--- src/rtl/sched_pkg.sv ---
// Shared definitions for the task dispatch sorter: FSM encoding, op codes,
// task entry field positions and the op-bus word builder.
package sched_pkg;

    localparam logic [2:0] ST_IDLE   = 3'd0;
    localparam logic [2:0] ST_SCAN   = 3'd1;
    localparam logic [2:0] ST_ISSUE  = 3'd2;
    localparam logic [2:0] ST_RUN    = 3'd3;
    localparam logic [2:0] ST_FINISH = 3'd4;

    localparam logic [3:0] OP_EXEC   = 4'h7;
    localparam logic [3:0] OP_FINISH = 4'hF;

    localparam int ID_MSB   = 7;
    localparam int ID_LSB   = 4;
    localparam int PRIO_MSB = 3;
    localparam int PRIO_LSB = 0;

    // Op-bus word: {4'h0, id, op, 4'h0}
    function automatic logic [15:0] make_op(input logic [3:0] id, input logic [3:0] op);
        return {4'h0, id, op, 4'h0};
    endfunction

endpackage

--- src/rtl/prio_compare.sv ---
// Combinational best-vs-candidate compare. A Ready candidate wins only when
// nothing is held yet or its priority is strictly higher, so earlier entries keep ties.
module prio_compare
    import sched_pkg::*;
#(
    parameter int IDX_W = 3
) (
    input  logic             best_valid,
    input  logic [3:0]       best_id,
    input  logic [3:0]       best_prio,
    input  logic [IDX_W-1:0] best_idx,
    input  logic [7:0]       cand_entry,
    input  logic [IDX_W-1:0] cand_idx,
    output logic             win_valid,
    output logic [3:0]       win_id,
    output logic [3:0]       win_prio,
    output logic [IDX_W-1:0] win_idx
);

    logic take_s;

    // Select between held best and the candidate entry
    always_comb begin
        take_s = (cand_entry != 8'h00) &&
                 (!best_valid || (cand_entry[PRIO_MSB:PRIO_LSB] > best_prio));
        if (take_s) begin
            win_valid = 1'b1;
            win_id    = cand_entry[ID_MSB:ID_LSB];
            win_prio  = cand_entry[PRIO_MSB:PRIO_LSB];
            win_idx   = cand_idx;
        end else begin
            win_valid = best_valid;
            win_id    = best_id;
            win_prio  = best_prio;
            win_idx   = best_idx;
        end
    end

endmodule

--- src/rtl/task_dispatch_sorter.sv ---
// Scans task entries round-robin, dispatches the highest-priority Ready task
// with an Execute op, runs it for a quantum, then issues the Finish op.
module task_dispatch_sorter
    import sched_pkg::*;
#(
    parameter int N_TASKS = 8,
    parameter int QUANTUM = 10000
) (
    input  logic                 CLK,
    input  logic                 RST_N,
    input  logic [8*N_TASKS-1:0] in_tasks,
    output logic [15:0]          out_op,
    output logic                 out_valid,
    input  logic                 out_ready,
    output logic [3:0]           cur_task,
    output logic                 busy
);

    localparam int               IDX_W    = $clog2(N_TASKS);
    localparam int               CNT_W    = (QUANTUM > 1) ? $clog2(QUANTUM) : 1;
    localparam logic [IDX_W-1:0] IDX_LAST = IDX_W'(N_TASKS - 1);
    localparam logic [CNT_W-1:0] CNT_LAST = CNT_W'(QUANTUM - 1);

    logic [2:0]       state_r;
    logic [2:0]       next_state_s;
    logic [IDX_W-1:0] rr_ptr_r;
    logic [IDX_W-1:0] scan_cnt_r;
    logic [IDX_W-1:0] scan_idx_r;
    logic             best_valid_r;
    logic [3:0]       best_id_r;
    logic [3:0]       best_prio_r;
    logic [IDX_W-1:0] best_idx_r;
    logic [3:0]       win_id_r;
    logic [IDX_W-1:0] win_idx_r;
    logic [CNT_W-1:0] cnt_r;
    logic [15:0]      out_op_r;
    logic             out_valid_r;
    logic [3:0]       cur_task_r;
    logic             busy_r;

    logic [7:0]       scan_entry_s;
    logic [7:0]       win_entry_s;
    logic             cmp_valid_s;
    logic [3:0]       cmp_id_s;
    logic [3:0]       cmp_prio_s;
    logic [IDX_W-1:0] cmp_idx_s;

    assign scan_entry_s = in_tasks[{scan_idx_r, 3'b000} +: 8];
    assign win_entry_s  = in_tasks[{win_idx_r, 3'b000} +: 8];

    prio_compare #(
        .IDX_W (IDX_W)
    ) u_prio_compare (
        .best_valid (best_valid_r),
        .best_id    (best_id_r),
        .best_prio  (best_prio_r),
        .best_idx   (best_idx_r),
        .cand_entry (scan_entry_s),
        .cand_idx   (scan_idx_r),
        .win_valid  (cmp_valid_s),
        .win_id     (cmp_id_s),
        .win_prio   (cmp_prio_s),
        .win_idx    (cmp_idx_s)
    );

    // Next-state decode
    always_comb begin
        next_state_s = state_r;
        case (state_r)
            ST_IDLE: next_state_s = ST_SCAN;
            ST_SCAN: begin
                if (scan_cnt_r == IDX_LAST) begin
                    next_state_s = cmp_valid_s ? ST_ISSUE : ST_IDLE;
                end else begin
                    next_state_s = ST_SCAN;
                end
            end
            ST_ISSUE: begin
                if (out_ready) begin
                    next_state_s = ST_RUN;
                end else begin
                    next_state_s = ST_ISSUE;
                end
            end
            ST_RUN: begin
                // A task that dropped out of Ready is finished early
                if ((win_entry_s == 8'h00) || (cnt_r == CNT_LAST)) begin
                    next_state_s = ST_FINISH;
                end else begin
                    next_state_s = ST_RUN;
                end
            end
            ST_FINISH: begin
                if (out_ready) begin
                    next_state_s = ST_IDLE;
                end else begin
                    next_state_s = ST_FINISH;
                end
            end
            default: next_state_s = ST_IDLE;
        endcase
    end

    // State, scan bookkeeping and registered outputs
    always_ff @(posedge CLK) begin
        if (!RST_N) begin
            state_r      <= ST_IDLE;
            rr_ptr_r     <= '0;
            scan_cnt_r   <= '0;
            scan_idx_r   <= '0;
            best_valid_r <= 1'b0;
            best_id_r    <= 4'h0;
            best_prio_r  <= 4'h0;
            best_idx_r   <= '0;
            win_id_r     <= 4'h0;
            win_idx_r    <= '0;
            cnt_r        <= '0;
            out_op_r     <= 16'h0000;
            out_valid_r  <= 1'b0;
            cur_task_r   <= 4'h0;
            busy_r       <= 1'b0;
        end else begin
            state_r <= next_state_s;
            busy_r  <= (next_state_s != ST_IDLE);
            case (state_r)
                ST_IDLE: begin
                    scan_cnt_r   <= '0;
                    scan_idx_r   <= rr_ptr_r;
                    best_valid_r <= 1'b0;
                    best_id_r    <= 4'h0;
                    best_prio_r  <= 4'h0;
                    best_idx_r   <= '0;
                    out_op_r     <= 16'h0000;
                    out_valid_r  <= 1'b0;
                end
                ST_SCAN: begin
                    best_valid_r <= cmp_valid_s;
                    best_id_r    <= cmp_id_s;
                    best_prio_r  <= cmp_prio_s;
                    best_idx_r   <= cmp_idx_s;
                    scan_cnt_r   <= scan_cnt_r + {{(IDX_W-1){1'b0}}, 1'b1};
                    scan_idx_r   <= (scan_idx_r == IDX_LAST) ? '0
                                    : scan_idx_r + {{(IDX_W-1){1'b0}}, 1'b1};
                    if ((scan_cnt_r == IDX_LAST) && cmp_valid_s) begin
                        win_id_r    <= cmp_id_s;
                        win_idx_r   <= cmp_idx_s;
                        out_op_r    <= make_op(cmp_id_s, OP_EXEC);
                        out_valid_r <= 1'b1;
                    end
                end
                ST_ISSUE: begin
                    if (out_ready) begin
                        cur_task_r  <= win_id_r;
                        cnt_r       <= '0;
                        rr_ptr_r    <= (win_idx_r == IDX_LAST) ? '0
                                       : win_idx_r + {{(IDX_W-1){1'b0}}, 1'b1};
                        out_op_r    <= 16'h0000;
                        out_valid_r <= 1'b0;
                    end
                end
                ST_RUN: begin
                    if (next_state_s == ST_FINISH) begin
                        out_op_r    <= make_op(win_id_r, OP_FINISH);
                        out_valid_r <= 1'b1;
                    end else begin
                        cnt_r <= cnt_r + {{(CNT_W-1){1'b0}}, 1'b1};
                    end
                end
                ST_FINISH: begin
                    if (out_ready) begin
                        cur_task_r  <= 4'h0;
                        out_op_r    <= 16'h0000;
                        out_valid_r <= 1'b0;
                    end
                end
                default: begin
                    out_op_r    <= 16'h0000;
                    out_valid_r <= 1'b0;
                end
            endcase
        end
    end

    assign out_op    = out_op_r;
    assign out_valid = out_valid_r;
    assign cur_task  = cur_task_r;
    assign busy      = busy_r;

endmodule

--- config.mk ---
export PLATFORM = sky130hd
export DESIGN_NAME = task_dispatch_sorter
export DESIGN_NICKNAME = d
export VERILOG_FILES = /design/src/rtl/sched_pkg.sv /design/src/rtl/prio_compare.sv /design/src/rtl/task_dispatch_sorter.sv
export SDC_FILE = /design/constraint.sdc
export NUM_CORES = 1
export LEC_CHECK = 0
export CORE_MARGIN = 10
export CORE_UTILIZATION = 43
export CTS_BUF_LIST = sky130_fd_sc_hd__clkbuf_2
export DETAILED_ROUTE_END_ITERATION = 8
export GPL_TIMING_DRIVEN = 0
export PLACE_DENSITY = 0.72
export RECOVER_POWER = 100
export SLEW_MARGIN = 0
export SYNTH_ARGS = -nofsm -noshare
export SYNTH_HDL_FRONTEND = slang
export SYNTH_SLANG_ARGS = --single-unit
--- constraint.sdc ---
create_clock -name CLK -period 6.4 [get_ports CLK]
set_clock_uncertainty 0.1 [all_clocks]
set_input_delay 0.64 -clock CLK [delete_from_list [all_inputs] [get_ports CLK]]
set_output_delay 0.64 -clock CLK [all_outputs]
set_load 0.01 [all_outputs]
# ---- Word level (Yosys, flattened, before mapping)
# Index checks and enable logic that the tools add are counted.
dict set report word_totals {
  ram_bits 0
  word_cells 89
  latchBits 0
  in_bits 67
  out_inout_bits 22
  mem_bits_ro 0
  ff_bits 67
  n_memories 0
}
dict set report classes {
  muxes 32
  add_sub_neg 4
  magnitude_cmp 1
  reduce_logical 19
  div_mod_pow 0
  shift 2
  n_eq_ne 16
  multipliers 0
  bitwise 0
}
# op count
set op_table {}
lappend op_table {{64-bit by 7-bit indexed part select with 8-bit output} 2}
lappend op_table {{16-bit two-way mux} 3}
lappend op_table {{16-bit one-hot mux with 3 select lines} 1}
lappend op_table {{14-bit two-way mux} 2}
lappend op_table {{14-bit one-hot mux with 2 select lines} 1}
lappend op_table {{4-bit one-hot mux with 2 select lines} 3}
lappend op_table {{3-bit one-hot mux with 2 select lines} 3}
lappend op_table {{4-bit two-way mux} 4}
lappend op_table {{3-bit == test, second input constant} 5}
lappend op_table {{3-bit two-way mux} 5}
lappend op_table {{3-bit one-hot mux with 5 select lines} 1}
lappend op_table {{14-bit by 1-bit adder with 14-bit output, second input constant} 1}
lappend op_table {{14-bit == test, second input constant} 1}
lappend op_table {{2-bit inequality test, second input constant} 5}
lappend op_table {{3-bit by 1-bit adder with 3-bit output, second input constant} 3}
lappend op_table {{3-bit AND reduction} 3}
lappend op_table {{8-bit logical NOT} 1}
lappend op_table {{8-bit nonzero test} 1}
lappend op_table {{3-bit by 2-bit == test with 1-bit output, second input constant} 2}
lappend op_table {{2-bit AND reduction} 3}
lappend op_table {{2-bit nonzero test} 3}
lappend op_table {{1-bit two-way mux} 5}
lappend op_table {{4-bit > comparator} 1}
lappend op_table {{2-bit two-way mux} 2}
lappend op_table {{10 further kinds} 13}

# ---- Longest topological paths before layout
dict set report logic_depth {
  depth_word 11
  mapped_depth 14
  depth_no_buf 11
}

# ---- Hierarchy
# A second synthesis with hierarchy kept.
dict set report hier_totals {
  hier_cells 400
  hier_area_um2 3628.5
}
# module area_per_inst_um2 n_inst cells_each
set modules_own_cells {}
lappend modules_own_cells {task_dispatch_sorter 3315.7 1 370}
lappend modules_own_cells {prio_compare 312.8 1 30}

# ---- Worst setup path after synthesis
# OpenSTA, ideal clock, no wires.
dict set report synth_timing {
  kind {in2reg}
  start {in in_tasks[57]}
  end {reg out_op_r[8], in the netlist out_op[8]}
  arrival_time_ns 3.029
  setup_slack_ns 3.180
  required_ns 6.209
  stages 11
  path_cell_list {mux4_2 > mux2_2 > ha_1 > nor2b_1 > o21a_1 > o21a_1 > o21ai_0 > a21oi_1 > buf_6 > mux2_1 > a311oi_1}
}
dict set report synth_between {
  elab_chain_cells 11
  word_cells_on_any_way 21
  cone_classes {order compare (1); eq/ne (3); shift (2); mux (8); reduce/logical (7)}
}
# element line_no
set synth_rtl {}
lappend synth_rtl {{from (decl)} task_dispatch_sorter.sv:11} ;# input logic [8*N_TASKS-1:0] in_tasks,
lappend synth_rtl {{64-bit by 7-bit indexed part select with 8-bit output} task_dispatch_sorter.sv:48} ;# assign scan_entry_s = in_tasks[{scan_idx_r, 3'b000} +: 8];
lappend synth_rtl {{4-bit > comparator} prio_compare.sv:25} ;# (!best_valid || (cand_entry[PRIO_MSB:PRIO_LSB] > best_prio));
lappend synth_rtl {{1-bit logical OR} prio_compare.sv:25}
lappend synth_rtl {{1-bit logical AND} prio_compare.sv:24} ;# take_s = (cand_entry != 8'h00) &&
lappend synth_rtl {{1-bit two-way mux} prio_compare.sv:26} ;# if (take_s) begin
lappend synth_rtl {{2-bit two-way mux} task_dispatch_sorter.sv:73} ;# next_state_s = cmp_valid_s ? ST_ISSUE : ST_IDLE;
lappend synth_rtl {{2-bit two-way mux} task_dispatch_sorter.sv:72} ;# if (scan_cnt_r == IDX_LAST) begin
lappend synth_rtl {{3-bit one-hot mux with 5 select lines} task_dispatch_sorter.sv:69} ;# case (state_r)
lappend synth_rtl {{3-bit == test} task_dispatch_sorter.sv:162} ;# if (next_state_s == ST_FINISH) begin
lappend synth_rtl {{2-bit inequality test (no source line)} --}
lappend synth_rtl {{3-bit AND reduction (no source line)} --}
lappend synth_rtl {{to (signal assigned)} task_dispatch_sorter.sv:147} ;# out_op_r <= make_op(cmp_id_s, OP_EXEC);
lappend synth_rtl {{to (signal assigned)} task_dispatch_sorter.sv:163} ;# out_op_r <= make_op(win_id_r, OP_FINISH);
lappend synth_rtl {{to (decl)} task_dispatch_sorter.sv:36} ;# logic [15:0] out_op_r;
# Several ways; a longest one is shown, not always the timed one. The select of a mux whose other input is x is not followed.
# A chain may end at the register's enable or synchronous reset.

# ---- Worst setup path after layout
dict set report layout_timing {
  start {reg scan_idx_r[1]}
  end {reg out_op_r[10], in the netlist out_op[10]}
}
dict set report layout_between {
  elab_chain_cells 11
  word_cells_on_any_way 17
  cone_classes {order compare (1); eq/ne (3); shift (1); mux (7); reduce/logical (5)}
}
# element line_no
set layout_rtl {}
lappend layout_rtl {{from (decl)} task_dispatch_sorter.sv:28} ;# logic [IDX_W-1:0] scan_idx_r;
lappend layout_rtl {{from (signal assigned)} task_dispatch_sorter.sv:128} ;# scan_idx_r <= rr_ptr_r;
lappend layout_rtl {{from (signal assigned)} task_dispatch_sorter.sv:142} ;# scan_idx_r <= (scan_idx_r == IDX_LAST) ? '0
lappend layout_rtl {{64-bit by 7-bit indexed part select with 8-bit output (*)} task_dispatch_sorter.sv:48}
lappend layout_rtl {{4-bit > comparator} prio_compare.sv:25}
lappend layout_rtl {{1-bit logical OR} prio_compare.sv:25}
lappend layout_rtl {{1-bit logical AND} prio_compare.sv:24}
lappend layout_rtl {{1-bit two-way mux} prio_compare.sv:26}
lappend layout_rtl {{2-bit two-way mux} task_dispatch_sorter.sv:73}
lappend layout_rtl {{2-bit two-way mux} task_dispatch_sorter.sv:72}
lappend layout_rtl {{3-bit one-hot mux with 5 select lines} task_dispatch_sorter.sv:69}
lappend layout_rtl {{3-bit == test} task_dispatch_sorter.sv:162}
lappend layout_rtl {{2-bit inequality test (no source line)} --}
lappend layout_rtl {{3-bit AND reduction (no source line)} --}
# Every way passes the cells marked *; elsewhere a longest branch is shown, timed or not. The select of a mux whose other input is x is not followed.

==> results.cfg <==
[global_routing]
grt_remaining_overflow = 0
gr-usage-all-layers_pct = 17.40
antenna_found_initial = 0
grt_pass1_vias = 3307
grt_start_max_net_pins = 18
grt_pass1_wl_um = 16630

[yosys]
netlist_instances = 371
ys_ff_latch = 56
yosys.area.top_type = dfxtp_1
ys_top_cells_by_count = dfxtp_1 (56), nand2_1 (36), nor2_1 (34)
yosysSeqAreaShare_pct = 32.75
syn_area_um2 = 3423
yosysWarningCount = 0
synth_top_area_share_pct = 32.75
synth_area_leaders = dfxtp_1 (33%), mux4_2 (11%), ha_1 (4.0%)
synth_ff_type = dfxtp_1
synth_area_per_cell_um2 = 9.227
synth_edf_count = 0
synth.distinct_cells = 53
synthMostInstantiatedCell = dfxtp_1
synthArstFlopShare_pct = 0

[worst_setup_path]
worstSetupEndpointType = flop
path_class = reg2reg
cp_max_fo = 10
critPathMostFrequentCell = clkbuf_1
start_kind = flop
crit_slowest_cell = clkbuf_1
crit_chain = clkbuf_1 > clkbuf_1 > mux4_2 > mux2_1 > or4_1 > o31ai_1 > a21oi_1 > and2_0 > clkbuf_1 > a311oi_1
cp_slowest_stage_delay_ns = 0.55
worst_ep_arrival_time_ns = 4.69
critPathRequiredTime_ns = 6.71

[drt]
wire_per_inst_um = 18.18
dr.pass1.iters = 4
drt-initial-drc-count = 204
postRouteAntennaNets = 0
drcViolationCount = 0
vias = 3268
wirelength_um = 10310
via_per_inst = 5.764

[placed_design]
place_ws_ns = 2.409
gp_congestion = 0.8147
hpwlAfterDp_um = 8253
place_area_um2 = 4368
port_buffers = 79

[cts]
cts_root_buf = clkbuf_2
path_clk_slew_ns = 0.29
cts_tree = yes
cts_resized = 0
cts.sinks = 56
clock_latency_ns = 0.46
clock_path_buffers = 2
hold_buffers = 0
cts_setup_buffers = 0
htree_num_levels = 2
cts_buffers = 5

[layout]
n_fill_cell = 706
drive_gt1_share_pct = 12.04
antenna_cells = 0
layout.nets = 542
fin_area_um2 = 4404
syn2layout_area_growth_pct = 28.65

[sta]
fin_crit_sh_pct = 68.45
setup_tns_ns = 0
hold-worst-slack_ns = 0.3793
slew_violations = 0
layout_setup_ws_ns = 2.019
setup_viol = 0
fin_crit_ns = 4.381
rsz0062_at_grt = no
hold_violations = 0
fmax_mhz = 228.3
tightest_slew_ns = 0.6302
slew_headroom_pct = 57.99

[floorplan]
core_um2 = 7727
die_h_um = 109.2
initial_core_util_pct = 44.30
die_w_um = 109.2
rows = 32
die_area_um2 = 11930
ioPinCount = 89

[run]
maxCapViolCount = 0

[power_and_ir_drop]
p_total_w = 0.0006934
peakVddDrop_uv = 112.3
p_per_area_nw_per_um2 = 157.4
leakagePower_nw = 1.602

[status]
status = complete, no violations

[min_path]
hp-class = reg2reg
## critical path, delay by kind of cell (launching register included)
kind / cells / cell delay [ns]
muxes: 2 / 0.75
and+or+nand+nor: 2 / 0.78
buffers and inverters: 3 / 1.19
AOI/OAI and AO/OA: 3 / 1.12
DFF: 1 / 0.40
## routing by layer
layer,track usage (%),routed length (µm),share of wire [%]
met1,20.51,4317,42
met2,31.36,5326,52
met3,3.363,488,4.7
met4,4.833,174,1.7
met5,0,0,0
## flip-flops by register name, indices dropped and copies added (netlist names)
| signal | flops |
|---|---|
| cnt_r | 14 |
| out_op | 6 |
| best_id_r | 4 |
| best_prio_r | 4 |
| cur_task | 4 |
| win_id_r | 4 |
| best_idx_r | 3 |
| rr_ptr_r | 3 |
| scan_cnt_r | 3 |
| scan_idx_r | 3 |
| state_r | 3 |
| win_idx_r | 3 |
| best_valid_r | 1 |
| busy | 1 |
## where the power goes
group | leakage [nW] | switching [W] | internal, W
logic | 1.11 | 0.0000642 | 0.0000860
clock network | 0.0390 | 0.000115 | 0.0000650
registers | 0.455 | 0.00000489 | 0.000358
total | 1.60 | 0.000184 | 0.000509
## worst paths after layout
path | start | end | depth (start not counted) | slack (ns)
setup / recovery | scan_idx_r[1] | out_op[10] | 10 | 2.02
hold / removal | scan_cnt_r[1] | scan_cnt_r[1] | 2 | 0.38
setup reg to reg | scan_idx_r[1] | out_op[10] | 10 | 2.02
hold reg to reg | scan_cnt_r[1] | scan_cnt_r[1] | 2 | 0.38
## area by class of cell
type	count	area, µm²	area share (%)
inverter	9	33.78	0.7670
clock buffer	5	25.02	0.5682
sequential	56	1121	25.45
timing repair buffer	79	790.8	17.95
buffer	36	192.7	4.375
tap	102	127.6	2.898
clock inverter	3	42.54	0.9659
multi-input combinational	277	2071	47.02
## metrics by stage
stage                     utilization [%]  cells
after CTS                           57.40    567
after detailed placement            56.53    559
after floorplan                         -    378
final                               56.99    567
after global routing                56.99    567
after global placement              56.53    559
## kinds of logic (layout without fill, tap and decap cells)
family | count (synthesis) | after routing | synth area share [%]
fa+ha+maj | 11 | 11 | 4.020
xor+xnor | 1 | 1 | 0.2559
other cells | 1 | 8 | 0.1095
buf+inv | 45 | 132 | 6.908
compound gates | 85 | 85 | 18.46
flops | 56 | 56 | 32.75
simple gates | 133 | 133 | 19.30
mux | 39 | 39 | 18.20
## cell usage in the layout, fill, tap and decap left out, types with 7 or more instances in the layout
cell	n
a21oi_1	18
a32o_1	11
and3_1	9
buf_4	11
clkbuf_1	22
clkdlybuf4s50_1	64
conb_1	8
dfxtp_1	56
dlygate4sd3_1	15
ha_1	11
inv_1	8
mux2_1	9
mux2_2	7
mux4_2	17
nand2_1	36
nand3_1	8
nor2_1	34
nor3_1	10
nor4_1	11
o21ai_0	17
(Power assumes the default switching activity.)
==> edit 1 (same flow settings) <==
Set the parameter `QUANTUM` to 20000 (it was 10000).
--- a/src/rtl/task_dispatch_sorter.sv
+++ b/src/rtl/task_dispatch_sorter.sv
@@ -4,7 +4,7 @@
     import sched_pkg::*;
 #(
     parameter int N_TASKS = 8,
-    parameter int QUANTUM = 10000
+    parameter int QUANTUM = 20000
 ) (
     input  logic                 CLK,
     input  logic                 RST_N,
Formal check against the unedited RTL: same outputs for any inputs over 10 cycles, from zero or initial values and one cycle with RST_N low; that may be too few to reach the edited logic, so the function may still have changed.
==> edit 1 against the original RTL <==
- sequential power is 2% higher
- sequential cell count is 1 higher
- via count is 6.2% higher
- global-route usage is 0.76 points lower
- setup slack better by 0.36 ns
- power is 6.6% higher
- wire length is 1.4% higher
- critical path type unchanged
- area after synthesis is 3.0% higher
- largest cell class unchanged
- non-clock buffer count is 1 lower
- largest power group unchanged
- fmax is 8.9% higher
- cell area is 3.0% higher
==> edit 1: results (changes against the original RTL) <==
\begin{tabular}{lr}
\hline
Metric & Value \\
\hline
\multicolumn{2}{l}{\textbf{Outcome}} \\
\quad Outcome & finished, final reports clean (unchanged) \\
\multicolumn{2}{l}{\textbf{Global routing}} \\
\quad Vias in the first global route & 3558 (was 3307) \\
\quad Wire length of the first global-routing pass & 17.4 mm (was 16.6 mm) \\
\quad Met2 Track Usage GR & 27.6\% (was 31.4\%) \\
\quad Total routing usage reported by global routing & 16.6\% (was 17.4\%) \\
\quad Met1 track demand over resource in global routing & 19.3\% (was 20.5\%) \\
\quad Pin count of the biggest net entering global routing & 11 (was 18) \\
\quad Met3 track demand over resource & 6.65\% (was 3.36\%) \\
\multicolumn{2}{l}{\textbf{Synth}} \\
\quad Count of distinct cell types in the synthesized netlist & 61 (was 53) \\
\quad Share of the yosys chip area belonging to registers & 32.4\% (was 32.7\%) \\
\multicolumn{2}{l}{\textbf{Pwr}} \\
\quad Ratio of total power to cell area & 163 mW/mm² (was 157 mW/mm²) \\
\quad Sw Share & 28.0\% (was 26.5\%) \\
\quad Share of total power in sequential cells & 49.9\% (was 52.4\%) \\
\quad IR drop worst, VDD & 0.124 mV (was 0.112 mV) \\
\multicolumn{2}{l}{\textbf{Clock tree}} \\
\quad Clk slew on worst S/H paths & 0.17 ns (was 0.29 ns) \\
\quad Number of buffers added by the clock tree synthesis step & 9 (was 5) \\
\quad Clock latency of the later-clocked register in the worst-skew pair & 0.49 ns (was 0.46 ns) \\
\quad H-tree depth & 3 (was 2) \\
\multicolumn{2}{l}{\textbf{Detailed routing}} \\
\quad Detailed route wirelength on metal3 & 905 µm (was 488 µm) \\
\quad Number of design-rule violations left by the first detailed-router iteration & 169 (was 204) \\
\quad Detailed-routing wirelength on met1 & 4.48 mm (was 4.32 mm) \\
\quad Initial DRT Pass Iterations & 5 (was 4) \\
\multicolumn{2}{l}{\textbf{Layout}} \\
\quad Max reg flops & 15 (was 14) \\
\quad Fillcell total & 714 (was 706) \\
\multicolumn{2}{l}{\textbf{Setup path}} \\
\quad Kind of cell adding the most delay to the critical path & multiplexers (was buffers and inverters) \\
\multicolumn{2}{l}{\textbf{Place}} \\
\quad Placer's final routability congestion estimate & 0.895 (was 0.815) \\
\quad Placed wire-length estimate after detailed placement & 8.40 mm (was 8.25 mm) \\
\multicolumn{2}{l}{\textbf{Timing}} \\
\quad Pin slew with the least headroom to its limit & 0.786 ns (was 0.630 ns) \\
\hline
\end{tabular}
## edit 1: cell count changes after synthesis, sizes merged, moves of 6 or more
cell,unedited run,this run
nand3,8,15
o21ai,17,32
mux2,16,0
mux2i,6,14
clkbuf,19,13
nand2b,0,9
o221a,7,1
nand2,36,24
a32o,11,1
inv,8,14
## edit 1: worst paths after layout
check,startpoint,end,slack [ns],depth (start not counted)
worst min-delay path,scan_cnt_r[2],scan_cnt_r[2],0.37,2
worst max register to register,scan_idx_r[0],out_op[8],2.38,12
worst min register to register,scan_cnt_r[2],scan_cnt_r[2],0.37,2
worst max-delay path,scan_idx_r[0],out_op[8],2.38,12
## edit 1: stage by stage
| step | area [µm²] | cells | setup WS, ns | hold slack [ns] |
|---|---|---|---|---|
| after global routing | 4540 | 600 | 2.06 | 0.388 |
| after global placement | 4470 | 585 | 2.23 | 0.346 |
| after detailed placement | 4470 | 585 | 2.19 | 0.351 |
| after floorplan | 3550 | 404 | 3.00 | 0.326 |
| after CTS | 4570 | 600 | 2.58 | 0.370 |
| final | 4540 | 600 | 2.38 | 0.374 |
## edit 1: cell type report
class | instances | area share (%)
sequential | 57 | 25.2
clock buffer | 10 | 1.10
buffer | 35 | 4.22
inverter | 14 | 1.16
timing repair buffer | 79 | 17.4
tap | 102 | 2.81
multi-input combinational | 298 | 47.1
clock inverter | 5 | 1.05
## edit 1: kinds of logic (layout without fill, tap and decap cells)
family                   count (synthesis)  count (layout)  share of synthesized area [%]
AND/OR/NAND/NOR                        138             138                           20.6
flip-flops                              57              57                           32.4
other                                    1               8                          0.106
adder cells (fa/ha/maj)                 11              11                           3.90
AO/OA/AOI/OAI                          110             110                           20.8
multiplexers                            30              30                           14.8
buffers and inverters                   49             143                           7.20
XOR/XNOR                                 1               1                          0.248
==> edit 2 (config.mk and constraints unchanged) <==
Made on the original files. Reset style: asynchronous (`RST_N`), changed in one clocked block.
--- a/src/rtl/task_dispatch_sorter.sv
+++ b/src/rtl/task_dispatch_sorter.sv
@@ -102,7 +102,7 @@
     end
 
     // State, scan bookkeeping and registered outputs
-    always_ff @(posedge CLK) begin
+    always_ff @(posedge CLK or negedge RST_N) begin
         if (!RST_N) begin
             state_r      <= ST_IDLE;
             rr_ptr_r     <= '0;
Formal check against the unedited RTL: differs if RST_N is asserted again (counterexample within 4 cycles, from zero or initial values and one cycle with RST_N low); with RST_N held inactive, the same outputs for 10 cycles.
==> edit 2 against the original RTL <==
- fmax is 8.2% lower
- wire length rose by 8.9%
- count of clock-buffer cells in the layout unchanged
- cell area grew 11%
- first-iteration DRC count up 18%
- setup slack worse by 0.39 ns
- global-route usage decreased by 0.66 points
- sequential cell count stayed put
- synthesized cell count increased by 9.2%
- the run now ends with max-capacitance violations, max-slew violations left
- final cell count grew 7.6%
- area after synthesis increased by 14%
Power is not compared: it rests on default switching activity, and its combinational part moved more than twofold at a synthesized area within 25%.
==> edit 2: results (changes against the original RTL) <==
\begin{tabular}{lr}
\hline
Metric & Value \\
\hline
\multicolumn{2}{l}{\textbf{Hold path}} \\
\quad Hold wc startpoint & out\_op[8] (was scan\_cnt\_r[1]) \\
\quad Hold Path Depth & 1 (was 2) \\
\multicolumn{2}{l}{\textbf{Synth}} \\
\quad Count of distinct cell types in the synthesized netlist & 63 (was 53) \\
\quad Async set-reset flop share out of synthesis & 100\% (was 0\%) \\
\quad Synth Flop Type & dfrtp\_1 (was dfxtp\_1) \\
\quad Leading post-synthesis cells by cell area & dfrtp\_1, mux2i\_1, ha\_1, o21ai\_0, mux4\_2 (was dfxtp\_1, mux4\_2, ha\_1, nand2\_1, nor2\_1) \\
\quad Cells after synthesis & 405 (was 371) \\
\multicolumn{2}{l}{\textbf{Place}} \\
\quad Placed cell count & 601 (was 559) \\
\quad Number of input and output port buffers inserted & 80 (was 79) \\
\quad Placer's final routability congestion estimate & 0.918 (was 0.815) \\
\multicolumn{2}{l}{\textbf{Detailed routing}} \\
\quad Initial DRT Pass Iterations & 5 (was 4) \\
\quad Number of design-rule violations left by the first detailed-router iteration & 241 (was 204) \\
\quad Mean number of vias per cell & 5.73 (was 5.76) \\
\multicolumn{2}{l}{\textbf{Outcome}} \\
\quad Outcome & complete, but fails checks (was finished, final reports clean) \\
\quad Violated checks & max-capacitance violations, max-slew violations \\
\multicolumn{2}{l}{\textbf{Timing}} \\
\quad Max Slew Vio Count & 38 (was 0) \\
\quad Pin slew with the least headroom to its limit & 1.97 ns (was 0.630 ns) \\
\multicolumn{2}{l}{\textbf{Setup path}} \\
\quad Register-to-register setup slack & 1.63 ns (was 2.02 ns) \\
\quad Delay of the slowest cell on the worst path & 0.60 ns (was 0.55 ns) \\
\quad Source of the worst register-to-register timing path & scan\_idx\_r[1] (unchanged) \\
\quad Cell type of the slowest stage on the worst timing path & o31ai\_1 (was clkbuf\_1) \\
\multicolumn{2}{l}{\textbf{Run}} \\
\quad Max-cap violation count & 1 (was 0) \\
\multicolumn{2}{l}{\textbf{Layout}} \\
\quad Nets & 579 (was 542) \\
\quad Layout Cells excl Fill & 610 (was 567) \\
\multicolumn{2}{l}{\textbf{Global routing}} \\
\quad Wire length of the first global-routing pass & 18.2 mm (was 16.6 mm) \\
\quad Total routing usage reported by global routing & 16.7\% (was 17.4\%) \\
\multicolumn{2}{l}{\textbf{Clock tree}} \\
\quad Clock latency of the later-clocked register in the worst-skew pair & 0.44 ns (was 0.46 ns) \\
\hline
\end{tabular}
-- edit 2: cell types whose count changed after synthesis, sizes merged, moves of 11 or more --
cell and delta:
mux2i +23, dfxtp -56, nor2 -16, a32o -11
o21ai +25, dfrtp +56
-- edit 2: logic make-up after synthesis --
logic type	after synthesis	synth area share, %
compound gates	107	18.5
xor+xnor	1	0.224
fa+ha+maj	11	3.53
buf+inv	49	7.98
flops	56	35.9
mux	48	15.5
other cells	1	0.0961
simple gates	132	18.3
-- edit 2: power by group through the flow --
stage               Clock (W)  Combinational [W]  Sequential (W)
finish               0.000171            0.00137        0.000569
detailed placement          0            0.00143        0.000578
global placement            0            0.00139        0.000573
global route         0.000186            0.00152        0.000587
CTS                  0.000175            0.00143        0.000571
floorplan                   0            0.00105        0.000563
-- edit 2: stage by stage --
stage                     setup WS [ns]  hold slack (ns)  utilization, %  power [W]
after floorplan                    2.93            0.244               -    0.00161
after global placement             2.16            0.369            55.5    0.00196
after detailed placement           2.12            0.378            55.7    0.00201
after CTS                          2.38          0.00755            56.4    0.00218
after global routing               1.28            0.438            55.8    0.00229
final                              1.63            0.423            55.8    0.00211
-- edit 2: metal layers --
layer	vias to the layer above	routed length (µm)
met5	-	0
met4	0	68
met3	8	526
met2	80	5980
met1	1718	4650
li1	1688	-
-- edit 2: layout make-up --
class / instances / area (µm²) / area share (%)
inverter: 15 / 56.3 / 1.15
multi-input combinational: 307 / 2200 / 45.1
clock inverter: 3 / 37.5 / 0.768
timing repair buffer: 82 / 808 / 16.5
sequential: 56 / 1400 / 28.7
clock buffer: 5 / 25.0 / 0.512
buffer: 34 / 221 / 4.53
tap: 108 / 135 / 2.76
-- edit 2: timing repair --
action	in CTS	in global routing
hold endpoints to repair	0	1
endpoints found under the setup margin	0	0
hold buffers	0	1
